--- config.mk ---
export PLATFORM = sky130hd
export DESIGN_NAME = parking_gate_ctrl
export DESIGN_NICKNAME = d
export VERILOG_FILES = /design/src/rtl/parking_pkg.sv /design/src/rtl/gate_timer.sv /design/src/rtl/parking_gate_ctrl.sv
export SDC_FILE = /design/constraint.sdc
export NUM_CORES = 1
export LEC_CHECK = 0
export CAP_MARGIN = 40
export CELL_PAD_IN_SITES_DETAIL_PLACEMENT = 1
export CELL_PAD_IN_SITES_GLOBAL_PLACEMENT = 2
export CORE_MARGIN = 2
export CORE_UTILIZATION = 37
export CTS_CLUSTER_DIAMETER = 200
export DETAILED_ROUTE_END_ITERATION = 8
export PLACE_DENSITY_LB_ADDON = 0.1
export SYNTH_ARGS = -nofsm -noshare
export SYNTH_HDL_FRONTEND = slang
export SYNTH_SLANG_ARGS = --single-unit
--- constraint.sdc ---
create_clock -name CLK -period 2.59 [get_ports CLK]
set_clock_uncertainty 0.15 [all_clocks]
set_input_delay 0.259 -clock CLK [delete_from_list [all_inputs] [get_ports CLK]]
set_output_delay 0.259 -clock CLK [all_outputs]
set_load 0.005 [all_outputs]
--- src/rtl/parking_pkg.sv ---
// Shared types and sizing helpers for the parking lot controller, display and debouncers.
package parking_pkg;

  typedef enum logic [1:0] {
    IDLE     = 2'd0,
    OPEN_IN  = 2'd1,
    OPEN_OUT = 2'd2
  } gate_state_e;

  localparam int DEF_CLK_F    = 40_000_000;
  localparam int DEF_CAPACITY = 8;

  function automatic int cnt_width(input int capacity);
    return $clog2(capacity + 1);
  endfunction

  function automatic int timer_width(input int cycles);
    return (cycles > 1) ? $clog2(cycles) : 1;
  endfunction

endpackage

--- src/rtl/gate_timer.sv ---
// Gate-open interval timer: restarts from zero on start, pulses done at count GATE_CYCLES-1.
module gate_timer
  import parking_pkg::*;
#(
  parameter int GATE_CYCLES = 2 * DEF_CLK_F
) (
  input  logic CLK,
  input  logic RST,
  input  logic start,
  output logic done
);

  localparam int            TW   = timer_width(GATE_CYCLES);
  localparam logic [TW-1:0] LAST = TW'(GATE_CYCLES - 1);

  logic [TW-1:0] timer;
  logic          running;

  always_ff @(posedge CLK or posedge RST) begin
    if (RST) begin
      timer   <= '0;
      running <= 1'b0;
    end else if (start) begin
      timer   <= '0;
      running <= 1'b1;
    end else if (running) begin
      if (timer == LAST) running <= 1'b0;
      else               timer   <= timer + TW'(1);
    end
  end

  // Combinational from registers so the FSM closes the gate on the terminal-count edge.
  assign done = running && (timer == LAST);

endmodule

--- src/rtl/parking_gate_ctrl.sv ---
// Parking lot gate sequencer: captures debounced entry/exit pulses, tracks occupancy,
// and opens the barrier for a fixed interval per accepted car.
//
//   state    | meaning
//   ---------+-----------------------------------------------------------
//   IDLE     | gate closed; evaluate one pending request per cycle
//   OPEN_IN  | gate open for an arriving car, waiting for timer done
//   OPEN_OUT | gate open for a departing car, waiting for timer done
module parking_gate_ctrl
  import parking_pkg::*;
#(
  parameter int CLK_F       = DEF_CLK_F,
  parameter int CAPACITY    = DEF_CAPACITY,
  parameter int GATE_CYCLES = CLK_F * 2,
  parameter int CNT_W       = cnt_width(CAPACITY)
) (
  input  logic             CLK,
  input  logic             RST,
  input  logic             entry_pulse,
  input  logic             exit_pulse,
  output logic [CNT_W-1:0] occupancy,
  output logic [CNT_W-1:0] free_spaces,
  output logic             full,
  output logic             empty,
  output logic             gate_open,
  output logic             gate_dir,
  output logic             reject
);

  localparam logic [CNT_W-1:0] CAP_V  = CNT_W'(CAPACITY);
  localparam logic [CNT_W-1:0] CAP_M1 = CNT_W'(CAPACITY - 1);
  localparam logic [CNT_W-1:0] ONE    = CNT_W'(1);

  gate_state_e state;
  logic        pend_in;
  logic        pend_out;
  logic        idle;
  logic        grant_in;
  logic        grant_out;
  logic        reject_in;
  logic        reject_out;
  logic        timer_start;
  logic        timer_done;

  // Exit wins in IDLE since it frees space; only one request is decided per cycle.
  assign idle        = (state == IDLE);
  assign grant_out   = idle && pend_out && !empty;
  assign reject_out  = idle && pend_out && empty;
  assign grant_in    = idle && !pend_out && pend_in && !full;
  assign reject_in   = idle && !pend_out && pend_in && full;
  assign timer_start = grant_in || grant_out;

  gate_timer #(
    .GATE_CYCLES(GATE_CYCLES)
  ) u_gate_timer (
    .CLK  (CLK),
    .RST  (RST),
    .start(timer_start),
    .done (timer_done)
  );

  always_ff @(posedge CLK or posedge RST) begin
    if (RST) begin
      state       <= IDLE;
      pend_in     <= 1'b0;
      pend_out    <= 1'b0;
      occupancy   <= '0;
      free_spaces <= CAP_V;
      full        <= 1'b0;
      empty       <= 1'b1;
      gate_open   <= 1'b0;
      gate_dir    <= 1'b0;
      reject      <= 1'b0;
    end else begin
      reject   <= reject_in || reject_out;
      // A new pulse on the consuming edge keeps the flag set.
      pend_in  <= entry_pulse || (pend_in && !(grant_in || reject_in));
      pend_out <= exit_pulse || (pend_out && !(grant_out || reject_out));

      case (state)
        IDLE: begin
          if (grant_out) begin
            state       <= OPEN_OUT;
            occupancy   <= occupancy - ONE;
            free_spaces <= free_spaces + ONE;
            full        <= 1'b0;
            empty       <= (occupancy == ONE);
            gate_open   <= 1'b1;
            gate_dir    <= 1'b0;
          end else if (grant_in) begin
            state       <= OPEN_IN;
            occupancy   <= occupancy + ONE;
            free_spaces <= free_spaces - ONE;
            full        <= (occupancy == CAP_M1);
            empty       <= 1'b0;
            gate_open   <= 1'b1;
            gate_dir    <= 1'b1;
          end
        end
        OPEN_IN, OPEN_OUT: begin
          if (timer_done) begin
            state     <= IDLE;
            gate_open <= 1'b0;
            gate_dir  <= 1'b0;
          end
        end
        default: begin
          state     <= IDLE;
          gate_open <= 1'b0;
          gate_dir  <= 1'b0;
        end
      endcase
    end
  end

  a_occ_bound: assert property (@(posedge CLK) disable iff (RST) occupancy <= CAP_V);

endmodule
==> results by group, run 1 <==
Run status
  • Status: finished, final reports clean

Final layout
  • Diodes inserted: 0
  • FF+latch area: 1100 sq um
  • P&R area growth vs syn: 17.7%
  • Share of cells above drive strength 1: 0.115
  • Commonest non-fill, non-tap cell in the layout: dfrtp_1
  • Fin nets: 270
  • Fill count: 679
  • Most frequent cells in the layout: dfrtp_1 (42), nand2_1 (26), nor2_1 (26)
  • Multi-input gate area in the final layout: 1090 sq um

Timing
  • Final Critical Period: 2.31 ns
  • Final hold vios: 0
  • Setup TNS: 0 ns
  • Post-route worst setup slack: 0.283 ns
  • Fmax: 433 MHz
  • Worst Tran Pin Value: 0.461 ns
  • Slew HR: 0.692
  • Final Setup Violations: 0
  • Max Transition Viols Final: 0
  • RSZ-0062 raised after global routing: no
  • Final worst-path cycle share: 0.891

Routing
  • Drt drc: 0
  • WL final: 5.05 mm
  • DR vias/cell: 5.21
  • Vias: 1,747
  • Average wire per standard cell: 15.1 um
  • DRT antenna net count: 0
  • Pre-Repair DR Iteration Count: 4
  • DRT iter0 DRCs: 62

Worst hold path
  • Hold Crit Class: primary input to async pin

Setup path
  • CP Class: register to register
  • Startpoint types: register
  • Critical Path AT: 2.34 ns
  • Crit path max fanout: 14
  • Worst Path Required: 2.62 ns
  • CP Capture Type: register
  • R2R cell count: 5
  • R2R setup slack: 0.28 ns

Synth
  • Avg Inst Size Synth: 9.81 sq um
  • Syn nets: 241
  • Largest family of logic cells by synthesized area: simple AND/OR/NAND/NOR gates
  • Ys Warns: 0
  • Synth Area in Compound Gates: 0.120
  • Ys async rst share: 1.00
  • Number of flops mapped to enable cells by yosys: 0
  • Post-synthesis xor/xnor area fraction: 0.0932
  • Netlist Area Pre-Place: 2260 sq um
  • Seq/Total Area, Yosys: 0.489
  • Synth unique cells: 46
  • Flops & latches, synth: 44
  • Synth Area in Adders: 0.0388
  • Main flop type after synthesis: dfrtp_1
  • Simple-gate share of the synthesized area: 0.233
  • Mux cell area share after synthesis: 0
  • Synth Instances: 230

Place
  • Gp weighted congestion: 0.750
  • Number of port buffers: 16
  • Detailed placer's ending HPWL: 3.48 mm
  • Pre-CTS setup slack: 0.289 ns

Clocking
  • Root Buffer: clkbuf_8
  • Cts bufs inserted: 5
  • # clock sinks: 44
  • Clock latency on the worst-skew pair: 0.29 ns
  • # Post-CTS Setup Buffers: 0
  • Post-CTS resize count: 0
  • Post-CTS Hold Buffers: 0
  • Max Root-Sink Buffers: 2
  • H-tree Lvls: 2
  • CTS tree: done
  • Clock transition at path regs: 0.08 ns

Die
  • Cell Rows: 28
  • # IOs: 17
  • Area of the die: 6740 sq um
  • Core area: 5920 sq um
  • Die Y: 82.1 um
  • Die width: 82.1 um
  • Initial Util: 0.381

Power and ir drop
  • Total power: 2.60 mW
  • PD cells: 979 nW/um^2
  • Leakage: 1.11 nW
  • Peak supply drop: 0.513 mV

Global route
  • First-pass GRT wire length: 8.38 mm
  • Number of antenna violations at the first check in global routing: 0
  • Largest net degree at the start of global routing: 45
  • Gr usage total: 0.167
  • Gr ovfl total: 0
  • Vias in the first global route: 1,670

Job
  • Max_cap viols: 0
routing by layer:
layer	GRT usage	vias to the layer above	part of all wire
met5	0	-	0
met3	0.0330	6	0.011
met2	0.242	13	0.44
li1	-	868	-
met1	0.243	860	0.54
met4	0.0650	0	0.013
metrics by stage:
stage               utilization  cell area [sq um]  hold slack (ns)  cells
CTS                       0.448               2660            0.173    335
floorplan                     -               2260            0.201    230
detailed placement        0.435               2570            0.332    327
global placement          0.435               2570            0.330    327
finish                    0.448               2660            0.171    335
global route              0.448               2660            0.168    335
flip-flops by register name, indices dropped and copies added (netlist names):
register,flops
empty,1
free_spaces,4
full,1
gate_dir,1
gate_open,1
occupancy,4
pend_in,1
pend_out,1
reject,1
state,1
u_gate_timer.running,1
u_gate_timer.timer,27
cells in the mapped netlist (all sizes together) (4+ instances only):
| cell type | instances | area [sq um] |
|---|---|---|
| nand4 | 9 | 56.3 |
| inv | 8 | 30.0 |
| ha | 7 | 87.6 |
| xor2 | 18 | 158 |
| dfrtp | 42 | 1050 |
| nor2 | 26 | 97.6 |
| o21ai | 16 | 98.9 |
| nor4 | 4 | 37.5 |
| or3 | 8 | 50.1 |
| nand3 | 11 | 55.1 |
| nand2 | 26 | 97.6 |
| a21oi | 12 | 71.3 |
| xnor2 | 6 | 52.6 |
final cells by class:
class	instances	share of cell area
Clock inverter	1	0.00189
Inverter	9	0.0127
Sequential cell	44	0.416
Tap cell	75	0.0353
Timing Repair Buffer	26	0.0933
Multi-Input combinational cell	173	0.412
Clock buffer	7	0.0287
worst max-delay path: stages (launching register included):
cell and delay, ns:
dfrtp_1 0.43, or4b_1 0.56, or4_4 0.47, o21ai_4 0.34
or3_1 0.19, a21oi_2 0.05
worst paths after layout:
| path | startpoint | to |
|---|---|---|
| worst max-delay path | u_gate_timer.timer[10] | u_gate_timer.timer[6] |
| worst min-delay path | RST | u_gate_timer.timer[24] |
| worst max register to register | u_gate_timer.timer[10] | u_gate_timer.timer[6] |
| worst min register to register | occupancy[3] | empty |
| max in group asynchronous | RST | empty |
| min in group CLK | occupancy[3] | empty |
power breakdown:
| group | internal, mW | switching (mW) | total, mW |
|---|---|---|---|
| sequential | 0.846 | 0.158 | 1.00 |
| combinational | 0.555 | 0.627 | 1.18 |
| clock | 0.190 | 0.225 | 0.415 |
| total | 1.59 | 1.01 | 2.60 |
logic make-up (layout without fill, tap and decap cells):
family | Yosys count | after routing
xor+xnor | 24 | 24
compound gates | 41 | 41
fa+ha+maj | 7 | 7
simple gates | 101 | 101
flops | 44 | 44
buf+inv | 13 | 43
Power figures use the tool's default switching activity.
==> run 2, diff against run 1 <==
- GPL_ROUTABILITY_DRIVEN: not set -> 0
==> results of run 2 <==
Same layout as run 1: the final DEF is identical, and so are final timing and power.
